`src/rtl/onehot_seq_decoder_pkg.sv`:
```
// Shared types for the one-hot sequencing decoder: sequencer states and mode encodings.
package onehot_seq_pkg;

  localparam int MODE_W = 2;

  typedef enum logic [1:0] {
    IDLE  = 2'd0,
    PULSE = 2'd1,
    SCAN  = 2'd2
  } state_e;

  localparam logic [MODE_W-1:0] MODE_DIRECT = 2'b00;
  localparam logic [MODE_W-1:0] MODE_PULSE  = 2'b01;
  localparam logic [MODE_W-1:0] MODE_SCAN   = 2'b10;
  localparam logic [MODE_W-1:0] MODE_OFF    = 2'b11;

endpackage

```
`src/rtl/onehot_seq_decoder_if.sv`:
```
// Control/status bundle between a sequencing master and the one-hot decoder.
interface onehot_seq_decoder_if
  import onehot_seq_pkg::*;
#(
  parameter int SEL_W = 5,
  parameter int LEN_W = 8
);
  logic                    en;
  logic [MODE_W-1:0]       mode;
  logic [SEL_W-1:0]        select;
  logic                    start;
  logic                    stop;
  logic [LEN_W-1:0]        len;
  logic [(1<<SEL_W)-1:0]   out;
  logic [SEL_W-1:0]        pos;
  logic                    busy;
  logic                    done;

  modport master (
    output en, mode, select, start, stop, len,
    input  out, pos, busy, done
  );

  modport slave (
    input  en, mode, select, start, stop, len,
    output out, pos, busy, done
  );
endinterface

```
`src/rtl/onehot_seq_decoder_dec.sv`:
```
// Combinational select -> one-hot decode, gated to all-zero when en is low.
module onehot_dec #(
  parameter int SEL_W = 5
) (
  input  logic [SEL_W-1:0]      sel,
  input  logic                  en,
  output logic [(1<<SEL_W)-1:0] onehot
);
  localparam int N_OUT = 1 << SEL_W;

  for (genvar i = 0; i < N_OUT; i++) begin : g_line
    assign onehot[i] = en && (sel == SEL_W'(i));
  end
endmodule

```
`src/rtl/onehot_seq_decoder.sv`:
```
// Registered one-hot decoder with DIRECT, PULSE and SCAN sequencing; every output is a flop.
module onehot_seq_decoder
  import onehot_seq_pkg::*;
#(
  parameter int SEL_W = 5,
  parameter int LEN_W = 8,
  parameter int DWELL = 4
) (
  input  logic                 clk,
  input  logic                 rst,
  onehot_seq_decoder_if.slave  bus
);
  localparam int N_OUT = 1 << SEL_W;
  localparam int DW_W  = $clog2(DWELL + 1);

  state_e             state_q, state_d;
  logic [SEL_W-1:0]   pos_q, pos_d;
  logic [N_OUT-1:0]   out_q, out_d;
  logic [LEN_W-1:0]   cnt_q, cnt_d;
  logic [DW_W-1:0]    dwell_q, dwell_d;
  logic               busy_q, busy_d;
  logic               done_q, done_d;
  logic               drive_d;

  // cnt_q: remaining active cycles (PULSE) or positions (SCAN), including the one on display.
  // A SCAN launched with len=0 keeps cnt_q at 0 and never reaches the end condition.
  always_comb begin
    state_d = state_q;
    pos_d   = pos_q;
    cnt_d   = cnt_q;
    dwell_d = dwell_q;
    busy_d  = busy_q;
    done_d  = 1'b0;
    drive_d = 1'b0;

    if (bus.en) begin
      unique case (state_q)
        IDLE: begin
          busy_d = 1'b0;
          if (bus.mode == MODE_DIRECT) begin
            pos_d   = bus.select;
            drive_d = 1'b1;
          end else if (bus.start && !bus.stop) begin
            if (bus.mode == MODE_PULSE) begin
              if (bus.len == '0) begin
                done_d = 1'b1;
              end else begin
                state_d = PULSE;
                pos_d   = bus.select;
                cnt_d   = bus.len;
                busy_d  = 1'b1;
                drive_d = 1'b1;
              end
            end else if (bus.mode == MODE_SCAN) begin
              state_d = SCAN;
              pos_d   = bus.select;
              cnt_d   = bus.len;
              dwell_d = DW_W'(1);
              busy_d  = 1'b1;
              drive_d = 1'b1;
            end
          end
        end

        PULSE: begin
          if (bus.stop || cnt_q == LEN_W'(1)) begin
            state_d = IDLE;
            busy_d  = 1'b0;
            done_d  = 1'b1;
          end else begin
            cnt_d   = cnt_q - LEN_W'(1);
            drive_d = 1'b1;
          end
        end

        SCAN: begin
          if (bus.stop || (dwell_q == DW_W'(DWELL) && cnt_q == LEN_W'(1))) begin
            state_d = IDLE;
            busy_d  = 1'b0;
            done_d  = 1'b1;
          end else if (dwell_q == DW_W'(DWELL)) begin
            pos_d   = pos_q + SEL_W'(1);
            dwell_d = DW_W'(1);
            if (cnt_q != '0) cnt_d = cnt_q - LEN_W'(1);
            drive_d = 1'b1;
          end else begin
            dwell_d = dwell_q + DW_W'(1);
            drive_d = 1'b1;
          end
        end

        default: begin
          state_d = IDLE;
          busy_d  = 1'b0;
        end
      endcase
    end
  end

  onehot_dec #(.SEL_W(SEL_W)) u_dec (
    .sel    (pos_d),
    .en     (drive_d),
    .onehot (out_d)
  );

  always_ff @(posedge clk) begin
    if (rst) begin
      state_q <= IDLE;
      pos_q   <= '0;
      out_q   <= '0;
      cnt_q   <= '0;
      dwell_q <= '0;
      busy_q  <= 1'b0;
      done_q  <= 1'b0;
    end else begin
      state_q <= state_d;
      pos_q   <= pos_d;
      out_q   <= out_d;
      cnt_q   <= cnt_d;
      dwell_q <= dwell_d;
      busy_q  <= busy_d;
      done_q  <= done_d;
    end
  end

  assign bus.out  = out_q;
  assign bus.pos  = pos_q;
  assign bus.busy = busy_q;
  assign bus.done = done_q;
endmodule

```
`src/flat_wrapper.sv`:
```
// flat-port wrapper written by rule: the top's interface ports become plain ports
module onehot_seq_decoder_flat import onehot_seq_pkg::*;
#(
  parameter int SEL_W = 5,
  parameter int LEN_W = 8,
  parameter int DWELL = 4
)
  (clk, rst, bus_en, bus_mode, bus_select, bus_start, bus_stop, bus_len, bus_out, bus_pos, bus_busy, bus_done);
  onehot_seq_decoder_if #(.SEL_W(SEL_W), .LEN_W(LEN_W)) bus_i ();
  input  logic clk;
  input  logic rst;
  input wire logic [$bits(bus_i.en)-1:0] bus_en;
  input wire logic [$bits(bus_i.mode)-1:0] bus_mode;
  input wire logic [$bits(bus_i.select)-1:0] bus_select;
  input wire logic [$bits(bus_i.start)-1:0] bus_start;
  input wire logic [$bits(bus_i.stop)-1:0] bus_stop;
  input wire logic [$bits(bus_i.len)-1:0] bus_len;
  output wire logic [$bits(bus_i.out)-1:0] bus_out;
  output wire logic [$bits(bus_i.pos)-1:0] bus_pos;
  output wire logic [$bits(bus_i.busy)-1:0] bus_busy;
  output wire logic [$bits(bus_i.done)-1:0] bus_done;
  assign bus_i.en = bus_en;
  assign bus_i.mode = bus_mode;
  assign bus_i.select = bus_select;
  assign bus_i.start = bus_start;
  assign bus_i.stop = bus_stop;
  assign bus_i.len = bus_len;
  assign bus_out = bus_i.out;
  assign bus_pos = bus_i.pos;
  assign bus_busy = bus_i.busy;
  assign bus_done = bus_i.done;
  onehot_seq_decoder #(.SEL_W(SEL_W), .LEN_W(LEN_W), .DWELL(DWELL)) u_core (.clk(clk), .rst(rst), .bus(bus_i));
endmodule
```
`config.mk`:
```
export PLATFORM = sky130hd
export DESIGN_NAME = onehot_seq_decoder_flat
export DESIGN_NICKNAME = d
export VERILOG_FILES = /design/src/rtl/onehot_seq_decoder_pkg.sv /design/src/rtl/onehot_seq_decoder_if.sv /design/src/rtl/onehot_seq_decoder_dec.sv /design/src/rtl/onehot_seq_decoder.sv /design/src/flat_wrapper.sv
export SDC_FILE = /design/constraint.sdc
export NUM_CORES = 1
export LEC_CHECK = 0
export BUFFER_PORTS_ARGS = -buffer_cell sky130_fd_sc_hd__buf_2
export CORE_MARGIN = 4
export CORE_UTILIZATION = 45
export DETAILED_ROUTE_END_ITERATION = 10
export HOLD_SLACK_MARGIN = 0.05
export PLACE_DENSITY = 0.69
export REMOVE_ABC_BUFFERS = 1
export SLEW_MARGIN = 10
export SYNTH_ARGS = -nofsm -noshare
export SYNTH_HDL_FRONTEND = slang
export SYNTH_SLANG_ARGS = --single-unit
export TNS_END_PERCENT = 5
```
`constraint.sdc`:
```
create_clock -name clk -period 2.5 [get_ports clk]
set_clock_uncertainty 0.2 [all_clocks]
set_input_delay 0.375 -clock clk [delete_from_list [all_inputs] [get_ports clk]]
set_output_delay 0.375 -clock clk [all_outputs]
set_load 0.01 [all_outputs]
```
==> impl_metrics.yaml <==
global_route:
  all_layer_global_routing_usage_pct: 18.9
  first_global_vias: 2202
  wire_length_of_the_first_global_routing_pass_mm: 10.0
  global_route.overflow_total: 0
  maximum_number_of_pins_on_one_net_before_global_route_repair: 21
  antenna_violations_before_repair: 0
floorplanning:
  rows: 26
  die-area_um2: 6860
  coreArea_um2: 5270
  chipWidth_um: 82.8
  floorplan.die.height_um: 82.8
  floorplan.initialDensity_pct: 47.8
  floorplan.io_pins: 59
worst_hold_path:
  hp-class: "input port to register"
clock_tree:
  clkLatencyLatePin_ns: 0.31
  cts_setup_buffers: 0
  cts-htree-levels: 2
  clock_sink_count: 52
  clockRootBuffer: "sky130_fd_sc_hd__clkbuf_8"
  cts-root-to-sink-buffers: 2
  clk_transition_reported_paths_ns: 0.10
  cts.hold.buffers_added: 0
  tritoncts: "done"
  cts_made_buffers: 5
finish:
  antenna-diode-count: 0
  n_fill_cell: 478
  final_common_cell: "sky130_fd_sc_hd__buf_2"
  drive_gt1_share_pct: 33.8
  final_core_utilization_pct: 61.9
  layout.nets: 423
  post-route-cell-area_um2: 3260
  flow.area_growth_from_synthesis_pct: 29.7
  most_frequent_cells_in_the_layout: "sky130_fd_sc_hd__buf_2, sky130_fd_sc_hd__dfxtp_1, sky130_fd_sc_hd__nor2_1"
power:
  peakVddDrop_v: 0.000279
  power-per-cell-area_nw_per_um2: 503
  power.leakage_nw: 1.39
setup_path:
  worst_path_largest_cell_delay_ns: 0.51
  worst_setup_path_end_kind: "register"
  cp_num_buf_inv: 1
  data_arrival_time_of_the_critical_path_ns: 2.44
  crit_required_ns: 2.49
  worst_path_max_delay_cell: "sky130_fd_sc_hd__or4b_4"
  worst_setup_path_start_kind: "register"
  worstPathMaxFanout: 4
  cp_cell_sequence: "inv_1 > ha_1 > or4b_4 > o31ai_2 > a21oi_1 > o21ai_2 > and3b_2 > nand3_1 > nor2_1"
  critPathKind: "register to register"
  path_delay_family: "simple AND/OR/NAND/NOR gates"
timing:
  finalWorstPathRequiredPeriod_ns: 2.44
  setup-tns-final_ns: 0
  report.final.slew_viol_count: 0
  rsz0062_at_grt: "true"
  finalHoldViolations: 0
  max_slew_margin_pct: 55.0
  tightest_slew_ns: 0.668
  final_min_period_over_clock_period_pct: 97.7
  setup-violations-final: 0
  max_freq_mhz: 409
place:
  placedInstanceArea_um2: 3110
  io_buffers: 58
  post-dp-hpwl_mm: 4.82
  routabilityCongestion: 0.844
route:
  antenna_left: 0
  final_routed_drc_violation_total: 0
  average_via_count_per_standard_cell: 5.16
  wire_per_inst_um: 13.4
  vias: 2392
  drt_first_iter_violations: 140
  wl_mm: 6.20
  drt_pass_1_iters: 4
status:
  outcome: "finished, final reports clean"
yosys:
  synth_ff_type: "sky130_fd_sc_hd__dfxtp_1"
  count_of_distinct_cell_types_in_the_synthesized_netlist: 56
  syn-mean-instance-area_um2: 8.31
  synthArstFlopShare_pct: 0
  yosys_warnings: 0
  postSynthRegisterBits: 52
  netlist_area_um2: 2520
  sequential_to_total_area_share_from_yosys_stat_pct: 41.4
  synth_edf_count: 0
  syn-instance-count: 303
flow_run:
  max-cap-violations: 0
==> cell type report <==
type                       instances  area, um2  share of cell area, %
clock buffer                       5       68.8                   2.11
clock inverter                     3       21.3                  0.652
inverter                          15       56.3                   1.72
multi-input combinational        225       1430                   43.7
sequential                        52       1040                   31.9
tap                               70       87.6                   2.68
timing repair buffer              94        564                   17.3
==> cells in the mapped netlist, types with 3 or more instances <==
master	instances	share of area, %
sky130_fd_sc_hd__and2_1	4	0.99
sky130_fd_sc_hd__nor2b_1	5	1.2
sky130_fd_sc_hd__o21ai_0	20	4.0
sky130_fd_sc_hd__a21boi_0	3	0.89
sky130_fd_sc_hd__nor4_1	3	0.75
sky130_fd_sc_hd__nor2_1	51	7.6
sky130_fd_sc_hd__o22ai_1	4	0.99
sky130_fd_sc_hd__nor3_1	5	0.99
sky130_fd_sc_hd__dfxtp_1	52	41
sky130_fd_sc_hd__buf_2	4	0.80
sky130_fd_sc_hd__ha_1	10	5.0
sky130_fd_sc_hd__nand2b_1	5	1.2
sky130_fd_sc_hd__nand4_1	4	0.99
sky130_fd_sc_hd__inv_1	15	2.2
sky130_fd_sc_hd__clkbuf_1	4	0.60
sky130_fd_sc_hd__nand3_1	11	2.2
sky130_fd_sc_hd__a211oi_1	4	1.2
sky130_fd_sc_hd__nand2_1	30	4.5
sky130_fd_sc_hd__a21oi_1	21	4.2
==> stage by stage <==
stage / hold WS, ns / power, mW / instances / setup WS [ns]
floorplan: 0.244 / 1.03 / 292 / 0.0546
global placement: 0.273 / 1.15 / 456 / -0.0266
detailed placement: 0.283 / 1.16 / 456 / -0.0402
CTS: 0.154 / 1.64 / 464 / 0.0132
global route: 0.181 / 1.72 / 464 / -0.0594
finish: 0.161 / 1.64 / 464 / 0.0579
==> registers in the layout, indices dropped and copies added (netlist names) <==
signal	count
u_core.bus.busy	1
u_core.bus.done	1
u_core.bus.out	32
u_core.bus.pos	5
u_core.cnt_q	8
u_core.dwell_q	3
u_core.state_q	2
==> worst reg2reg max path, cell delays in order, from the launching register on <==
cell,delay (ns)
sky130_fd_sc_hd__dfxtp_1,0.32
sky130_fd_sc_hd__inv_1,0.07
sky130_fd_sc_hd__ha_1,0.16
sky130_fd_sc_hd__or4b_4,0.51
sky130_fd_sc_hd__o31ai_2,0.24
sky130_fd_sc_hd__a21oi_1,0.13
sky130_fd_sc_hd__o21ai_2,0.22
sky130_fd_sc_hd__and3b_2,0.26
sky130_fd_sc_hd__nand3_1,0.14
sky130_fd_sc_hd__nor2_1,0.07
==> where the power goes <==
group          total (mW)  leakage (nW)  internal [mW]  switching (mW)
sequential          0.858         0.420          0.843          0.0155
combinational       0.291         0.926          0.128           0.162
clock               0.492        0.0445          0.199           0.292
==> per-layer routing <==
| layer | vias up | GRT usage, % | wire length (um) |
|---|---|---|---|
| li1 | 1238 | - | - |
| met1 | 1092 | 23.2 | 2750 |
| met2 | 57 | 33.3 | 2980 |
| met3 | 5 | 3.89 | 418 |
| met4 | 0 | 5.23 | 59 |
| met5 | - | 0 | 0 |
==> cells by family (layout without fill, tap and decap cells) <==
logic type	count (synthesis)	count (layout)	synth area share, %
buffers and inverters	26	117	4.52
adder cells (fa/ha/maj)	10	10	4.97
AND/OR/NAND/NOR	133	133	25.6
multiplexers	4	4	1.69
flip-flops	52	52	41.4
XOR/XNOR	1	1	0.348
AO/OA/AOI/OAI	77	77	21.5
==> timing repair <==
item	4_1_cts	5_1_grt
resized for setup	1	16
setup endpoints to repair	8	39
pin swaps	0	3
endpoints found under the hold margin	0	0
==> final timing paths <==
path	endpoint	depth (start not counted)	slack, ns	from
worst min-delay path	u_core.bus.pos[3]$_SDFF_PP0_	3	0.16	bus_select[3]
worst max-delay path	u_core.bus.out[30]$_SDFF_PP0_	9	0.06	u_core.cnt_q[1]$_SDFFE_PP0P_
worst max register to register	u_core.bus.out[30]$_SDFF_PP0_	9	0.06	u_core.cnt_q[1]$_SDFFE_PP0P_
worst min register to register	u_core.cnt_q[6]$_SDFFE_PP0P_	2	0.30	u_core.cnt_q[6]$_SDFFE_PP0P_
Note: power is estimated with default switching activity, not from simulation.
